==> config.mk <==
export PLATFORM = sky130hd
export DESIGN_NAME = sha_msg_padder
export DESIGN_NICKNAME = d
export VERILOG_FILES = /design/src/rtl/sha_pkg.sv /design/src/rtl/sha_pad_fill.sv /design/src/rtl/sha_msg_padder.sv
export SDC_FILE = /design/constraint.sdc
export NUM_CORES = 2
export LEC_CHECK = 0
export BUFFER_PORTS_ARGS = -buffer_cell sky130_fd_sc_hd__buf_2
export CELL_PAD_IN_SITES_DETAIL_PLACEMENT = 0
export CELL_PAD_IN_SITES_GLOBAL_PLACEMENT = 2
export CORE_MARGIN = 1.5
export CORE_UTILIZATION = 38
export CTS_CLUSTER_DIAMETER = 150
export DETAILED_ROUTE_END_ITERATION = 8
export HOLD_SLACK_MARGIN = 0.1
export PLACE_DENSITY = 0.91
export SYNTH_ARGS = -nofsm -noshare
export SYNTH_HDL_FRONTEND = slang
export SYNTH_HIERARCHICAL = 1
export SYNTH_SLANG_ARGS = --single-unit
==> constraint.sdc <==
create_clock -name clk_p -period 39.4 [get_ports clk_p]
set_input_delay 1.97 -clock clk_p [delete_from_list [all_inputs] [get_ports clk_p]]
set_output_delay 1.97 -clock clk_p [all_outputs]
set_load 0.01 [all_outputs]
==> src/rtl/sha_pkg.sv <==
// ============================================================================
// sha_pkg : shared constants, block type and padder state encoding
// Rev 1.0
// ============================================================================
`default_nettype none

package sha_pkg;

    localparam int          SHA_BLK_BITS  = 512;
    localparam int          SHA_BLK_BYTES = 64;
    localparam int          SHA_LEN_OFS   = 56;
    localparam logic [7:0]  SHA_PAD_BYTE  = 8'h80;

    typedef logic [SHA_BLK_BITS-1:0] sha_blk_t;

    typedef enum logic [2:0] {
        ST_ABSORB    = 3'd0,
        ST_FULL      = 3'd1,
        ST_PAD1      = 3'd2,
        ST_PADA      = 3'd3,
        ST_PADB      = 3'd4,
        ST_PADZ      = 3'd5,
        ST_EMIT_MID  = 3'd6,
        ST_EMIT_LAST = 3'd7
    } pad_state_e;

endpackage

`default_nettype wire

==> src/rtl/sha_pad_fill.sv <==
// ============================================================================
// sha_pad_fill : combinational padding of a partially filled block
// Rev 1.0
// ============================================================================
`default_nettype none

module sha_pad_fill
    import sha_pkg::*;
(
    input  sha_blk_t    blk_i,
    input  logic [6:0]  idx_i,
    input  logic [63:0] len_i,
    input  logic        put_len_i,
    input  logic        put_mark_i,
    output sha_blk_t    blk_o
);

    // Bytes below idx keep message data; byte idx takes the marker (or zero);
    // everything above is zero, and the last eight bytes optionally carry the length.
    always_comb begin
        blk_o = blk_i;
        for (int b = 0; b < SHA_BLK_BYTES; b++) begin
            if ((7'(b) == idx_i) && put_mark_i) begin
                blk_o[SHA_BLK_BITS-1-8*b -: 8] = SHA_PAD_BYTE;
            end else if (7'(b) >= idx_i) begin
                blk_o[SHA_BLK_BITS-1-8*b -: 8] = 8'h00;
            end
            if (put_len_i && (b >= SHA_LEN_OFS)) begin
                blk_o[SHA_BLK_BITS-1-8*b -: 8] = len_i[63-8*(b-SHA_LEN_OFS) -: 8];
            end
        end
    end

endmodule

`default_nettype wire

==> src/rtl/sha_msg_padder.sv <==
// ============================================================================
// sha_msg_padder : byte stream to padded 512-bit SHA-256 blocks
// Optional length check enabled by defining SHA_PAD_LEN_CHK_EN (adds len_err).
// Rev 1.0
// ============================================================================
`default_nettype none

module sha_msg_padder
    import sha_pkg::*;
#(
    parameter logic [63:0] MAX_MSG_BYTES = 64'hFFFF_FFFF,
    parameter int unsigned LEN_W         = 64
)(
    input  logic         clk_p,
    input  logic         rst_p,
    input  logic [7:0]   in_data,
    input  logic         in_valid,
    input  logic         in_last,
    input  logic         in_null,
    output logic         in_rdy,
    output logic [511:0] msg_data,
    output logic         msg_valid,
    input  logic         msg_rdy,
    output logic         blk_first,
    output logic         blk_last
`ifdef SHA_PAD_LEN_CHK_EN
    ,
    output logic         len_err
`endif
);

    if ((LEN_W > 64) || (LEN_W < 4) || (MAX_MSG_BYTES == 64'd0)) begin : g_bad_cfg
        $error("sha_msg_padder: unsupported LEN_W or MAX_MSG_BYTES");
    end

    pad_state_e       state_q, state_d;
    sha_blk_t         blk_q, blk_d;
    logic [6:0]       idx_q, idx_d;
    logic [LEN_W-1:0] len_q, len_d;
    logic             pend_q, pend_d;
    logic             first_q, first_d;

    logic             w_acc;
    logic             w_over;
    logic             w_wr;
    logic [6:0]       w_idx_nxt;
    logic [8:0]       w_bit_lo;
    sha_blk_t         w_fill;
    logic [6:0]       w_fill_idx;
    logic             w_put_len;
    logic             w_put_mark;

`ifdef SHA_PAD_LEN_CHK_EN
    localparam logic [63:0] C_MAX_LEN_BITS = MAX_MSG_BYTES << 3;

    logic err_q, err_d;

    // Once the limit is hit, length stays parked at the clamp value.
    assign w_over  = err_q | (64'(len_q) >= C_MAX_LEN_BITS);
    assign len_err = err_q;

    always_ff @(posedge clk_p or posedge rst_p) begin
        if (rst_p) begin
            err_q <= 1'b0;
        end else begin
            err_q <= err_d;
        end
    end
`else
    assign w_over = 1'b0;
`endif

    assign in_rdy    = (state_q == ST_ABSORB) & ~rst_p;
    assign w_acc     = in_valid & in_rdy;
    assign w_wr      = w_acc & ~in_null & ~w_over;
    assign w_idx_nxt = w_wr ? (idx_q + 7'd1) : idx_q;
    assign w_bit_lo  = {~idx_q[5:0], 3'b000};

    assign msg_data  = blk_q;
    assign msg_valid = (state_q == ST_FULL) || (state_q == ST_EMIT_MID) ||
                       (state_q == ST_EMIT_LAST);
    assign blk_last  = (state_q == ST_EMIT_LAST);
    assign blk_first = first_q & msg_valid;

    // PADB and PADZ build a fresh block; PADZ carries only the length.
    assign w_fill_idx = ((state_q == ST_PADB) || (state_q == ST_PADZ)) ? 7'd0 : idx_q;
    assign w_put_len  = (state_q != ST_PADA);
    assign w_put_mark = (state_q != ST_PADZ);

    sha_pad_fill u_fill (
        .blk_i      (blk_q),
        .idx_i      (w_fill_idx),
        .len_i      (64'(len_q)),
        .put_len_i  (w_put_len),
        .put_mark_i (w_put_mark),
        .blk_o      (w_fill)
    );

    always_comb begin
        state_d = state_q;
        blk_d   = blk_q;
        idx_d   = idx_q;
        len_d   = len_q;
        pend_d  = pend_q;
        first_d = first_q;
`ifdef SHA_PAD_LEN_CHK_EN
        err_d   = err_q;
`endif
        case (state_q)
            ST_ABSORB: begin
                if (w_acc) begin
                    if (w_wr) begin
                        blk_d[w_bit_lo +: 8] = in_data;
                        len_d = len_q + LEN_W'(8);
                    end
`ifdef SHA_PAD_LEN_CHK_EN
                    if (~in_null & w_over) begin
                        err_d = 1'b1;
                    end
`endif
                    idx_d = w_idx_nxt;
                    if (in_last) begin
                        if (w_idx_nxt == 7'd64) begin
                            state_d = ST_FULL;
                            pend_d  = 1'b1;
                        end else if (w_idx_nxt >= 7'(SHA_LEN_OFS)) begin
                            state_d = ST_PADA;
                        end else begin
                            state_d = ST_PAD1;
                        end
                    end else if (w_idx_nxt == 7'd64) begin
                        state_d = ST_FULL;
                    end
                end
            end
            ST_FULL: begin
                if (msg_rdy) begin
                    idx_d   = 7'd0;
                    first_d = 1'b0;
                    pend_d  = 1'b0;
                    state_d = pend_q ? ST_PADB : ST_ABSORB;
                end
            end
            ST_PAD1: begin
                blk_d   = w_fill;
                state_d = ST_EMIT_LAST;
            end
            ST_PADA: begin
                blk_d   = w_fill;
                state_d = ST_EMIT_MID;
            end
            ST_EMIT_MID: begin
                if (msg_rdy) begin
                    idx_d   = 7'd0;
                    first_d = 1'b0;
                    state_d = ST_PADZ;
                end
            end
            ST_PADB, ST_PADZ: begin
                blk_d   = w_fill;
                state_d = ST_EMIT_LAST;
            end
            ST_EMIT_LAST: begin
                if (msg_rdy) begin
                    idx_d   = 7'd0;
                    len_d   = '0;
                    first_d = 1'b1;
`ifdef SHA_PAD_LEN_CHK_EN
                    err_d   = 1'b0;
`endif
                    state_d = ST_ABSORB;
                end
            end
            default: begin
                state_d = ST_ABSORB;
            end
        endcase
    end

    always_ff @(posedge clk_p or posedge rst_p) begin
        if (rst_p) begin
            state_q <= ST_ABSORB;
            blk_q   <= '0;
            idx_q   <= 7'd0;
            len_q   <= '0;
            pend_q  <= 1'b0;
            first_q <= 1'b1;
        end else begin
            state_q <= state_d;
            blk_q   <= blk_d;
            idx_q   <= idx_d;
            len_q   <= len_d;
            pend_q  <= pend_d;
            first_q <= first_d;
        end
    end

endmodule

`default_nettype wire

==> impl_metrics.csv <==
group,metric,value,unit
power_and_ir_drop,totalPowerFinal,0.002780,W
sta,period_share,13.59,%
grt,grt_max_degree,160,
route,ant_nets,0,
grt,grt_pass1_wl,203700,um
sta,relSlewSlack,13.85,%
route,dr.first_iter.drc_count,3270,
floorplan,dieHeight,295.0,um
sta,tns,0,ns
grt,grt.total_usage,31.29,%
logic_synthesis,netlist_area,0.03241,mm2
power_and_ir_drop,powerDensity,72.42,mW/mm2
logic_synthesis,synth_warnings,6,
finish,syn_to_final_growth,18.46,%
logic_synthesis,synth_edf_count,0,
critical_path,required,39.92,ns
critical_path,cp_max_fo,47,
finish,drive_gt1_share,20.91,%
clock_network,cts-root-buf,"clkbuf_16",
clock_network,cts_buffers,70,
sta,hold_viol,0,
sta,setup_violations,0,
grt,grt_antenna_before_repair,1,
floorplan,ioPinCount,530,
floorplan,dieArea,0.08704,mm2
hold_path,worstHoldPathType,"flop to flop",
logic_synthesis,synth_area_per_cell,9.248,um2
critical_path,critical_path.endpoint_type,"flop",
route,wire_per_inst,27.64,um
critical_path,criticalPathCategory,"input port to flop",
sta,report.final.slew_viol_count,0,
sta,tightestPinTransition,1.279,ns
logic_synthesis,synthTopCellsByArea,"dfrtp_1 (45%), and2_1 (5.6%), nor2_1 (5.0%)",
critical_path,worstPathArrival,5.87,ns
sta,skew,0.02934,ns
clock_network,cts_tree,"yes",
floorplan,start_util,38.54,%
logic_synthesis,synth-async-reset-ratio,100.0,%
route,routed_wl,140600,um
route,drc,0,
outcome,outcome,"completed",
sta,fmax,0.1867,GHz
logic_synthesis,ys_seq_area_share,45.18,%
placement,port_buffers,529,
clock_network,htreeDepth,3,
finish,mostFrequentLayoutCell,"dfrtp_1",
grt,grt_pass1_vias,28990,
floorplan,rows,106,
finish,antenna_cells,0,
power_and_ir_drop,vdd_drop_max,0.09060,mV
finish,design_area,0.03839,mm2
placement,gp_congestion,0.8679,
flow_run,cap_violations,0,
power_and_ir_drop,power_leakage,16.77,nW
clock_network,cts_sinks,585,
logic_synthesis,synth_seq_cells,585,
placement,dpl.hpwl,95170,um
logic_synthesis,syn_inst,3504,
clock_network,post-cts-setup-buffer-count,0,
floorplan,die_w,295.0,um
logic_synthesis,synth_cell_type_count,98,
logic_synthesis,synth_top_cell_by_area,"dfrtp_1",
logic_synthesis,synth_ff_type,"dfrtp_1",
sta,rsz0062_at_grt,"false",
sta,period_minus_slack,5.355,ns
clock_network,clkLatencyLatePin,0.65,ns
clock_network,cts_resized,0,
clock_network,cts.clk_slew.worst_paths,0.06,ns
clock_network,cts_hold_buf,0,
placement,postPlaceCellArea,0.03591,mm2
finish,regArea,0.01464,mm2
finish,layout_common_cells,"dfrtp_1 (584), buf_2 (529), nor2_1 (424), nand2_1 (342), and2_1 (286)",
finish,fin_nets,3917,
finish,fill_cells,8239,
grt,grt-ovfl-total,0,
logic_synthesis,synth_top_area_share,45.10,%
route,vias_per_cell,6.082,
route,via_count,30950,
finish,multiInputGateArea,0.01652,mm2
critical_path,cp-start-kind,"input port",
floorplan,core_area,0.08409,mm2
clock_network,cts_buffer_depth,3,
route,dr.pass1.iters,5,
-- worst paths after layout --
path | startpoint | endpoint | slack, ns | cells after the start
min reg2reg | first_q | first_q | 0.46 | 2
min | first_q | first_q | 0.46 | 2
min in group asynchronous | rst_p | state_q[2] | 1.45 | 2
max reg2reg | idx_q[0] | msg_data[307] | 34.61 | 7
max | rst_p | msg_data[307] | 34.05 | 8
max in group asynchronous | rst_p | msg_data[441] | 34.74 | 5
-- cells in the mapped netlist, types with 24 or more instances --
master     number
dfrtp_1       584
nor2_1        434
nand2_1       342
and2_1        292
clkbuf_1      176
a21oi_1       123
a22oi_1       105
a221o_1       102
a22o_1        102
o2bb2ai_1      90
nor2b_1        89
o21ai_1        89
o21ai_0        69
a211oi_1       67
o32ai_1        64
inv_1          58
buf_2          57
nand3_1        54
nor3_1         51
xnor2_1        36
o221a_1        32
o221a_2        32
o221ai_1       32
a32oi_1        30
nand4_1        27
mux2i_1        24
-- through the flow --
step                hold slack, ns  instances  setup slack, ns  util (%)
CTS                         0.4593       5089            34.19     45.65
detailed placement          0.4494       4963            33.55     42.71
global route                0.4805       5089            33.98     45.65
global placement            0.4503       4963            33.67     42.71
finish                      0.4595       5089            34.05     45.65
floorplan                   0.4360       3506            21.04         -
-- worst max-delay path, stage by stage --
cell	delay [ns]
buf_2	0.15
nor4b_1	0.73
o21a_4	0.19
buf_4	0.47
nand4_1	1.03
o21ai_1	0.94
nor2_1	0.08
a211oi_1	0.26
-- flip-flops by register name, summed over array words and instances, names as in the netlist --
name / cells
state_q: 3
pend_q: 1
idx_q: 7
msg_data: 512
first_q: 1
len_q: 61
-- per-layer routing --
metal  GRT usage (%)  vias up  share of wire (%)
li1                -    13700                  -
met1           41.10    15500                 41
met2           49.36     1463                 46
met3           6.901      296                8.3
met4           14.08        2                5.0
met5               0        -             0.0050
-- where the power goes --
group,leakage [nW],internal [W],switching (W),total (W)
logic,7.87,0.000351,0.000868,0.00122
clock network,1.22,0.000417,0.000285,0.000702
registers,7.68,0.000734,0.000125,0.000859
total,16.8,0.00150,0.00128,0.00278
-- layout make-up --
class                           instances  share of cell area, %
Sequential cell                       585                  38.14
Timing Repair Buffer                  586                  8.077
Clock inverter                         25                 0.9289
Clock buffer                          101                  5.525
Multi-Input combinational cell       2600                  43.05
Inverter                               58                 0.5867
Tap cell                             1134                  3.696
-- logic make-up after synthesis --
group                    count (synthesis)  share of synthesized area, %
XOR/XNOR                                60                         1.691
flip-flops                             585                         45.18
multiplexers                            25                        0.7761
buffers and inverters                  321                         4.127
AND/OR/NAND/NOR                       1433                         22.16
AO/OA/AOI/OAI                         1077                         25.98
other                                    1                       0.01157
adder cells (fa/ha/maj)                  2                       0.07721
Note: power is estimated with default switching activity, not from simulation.
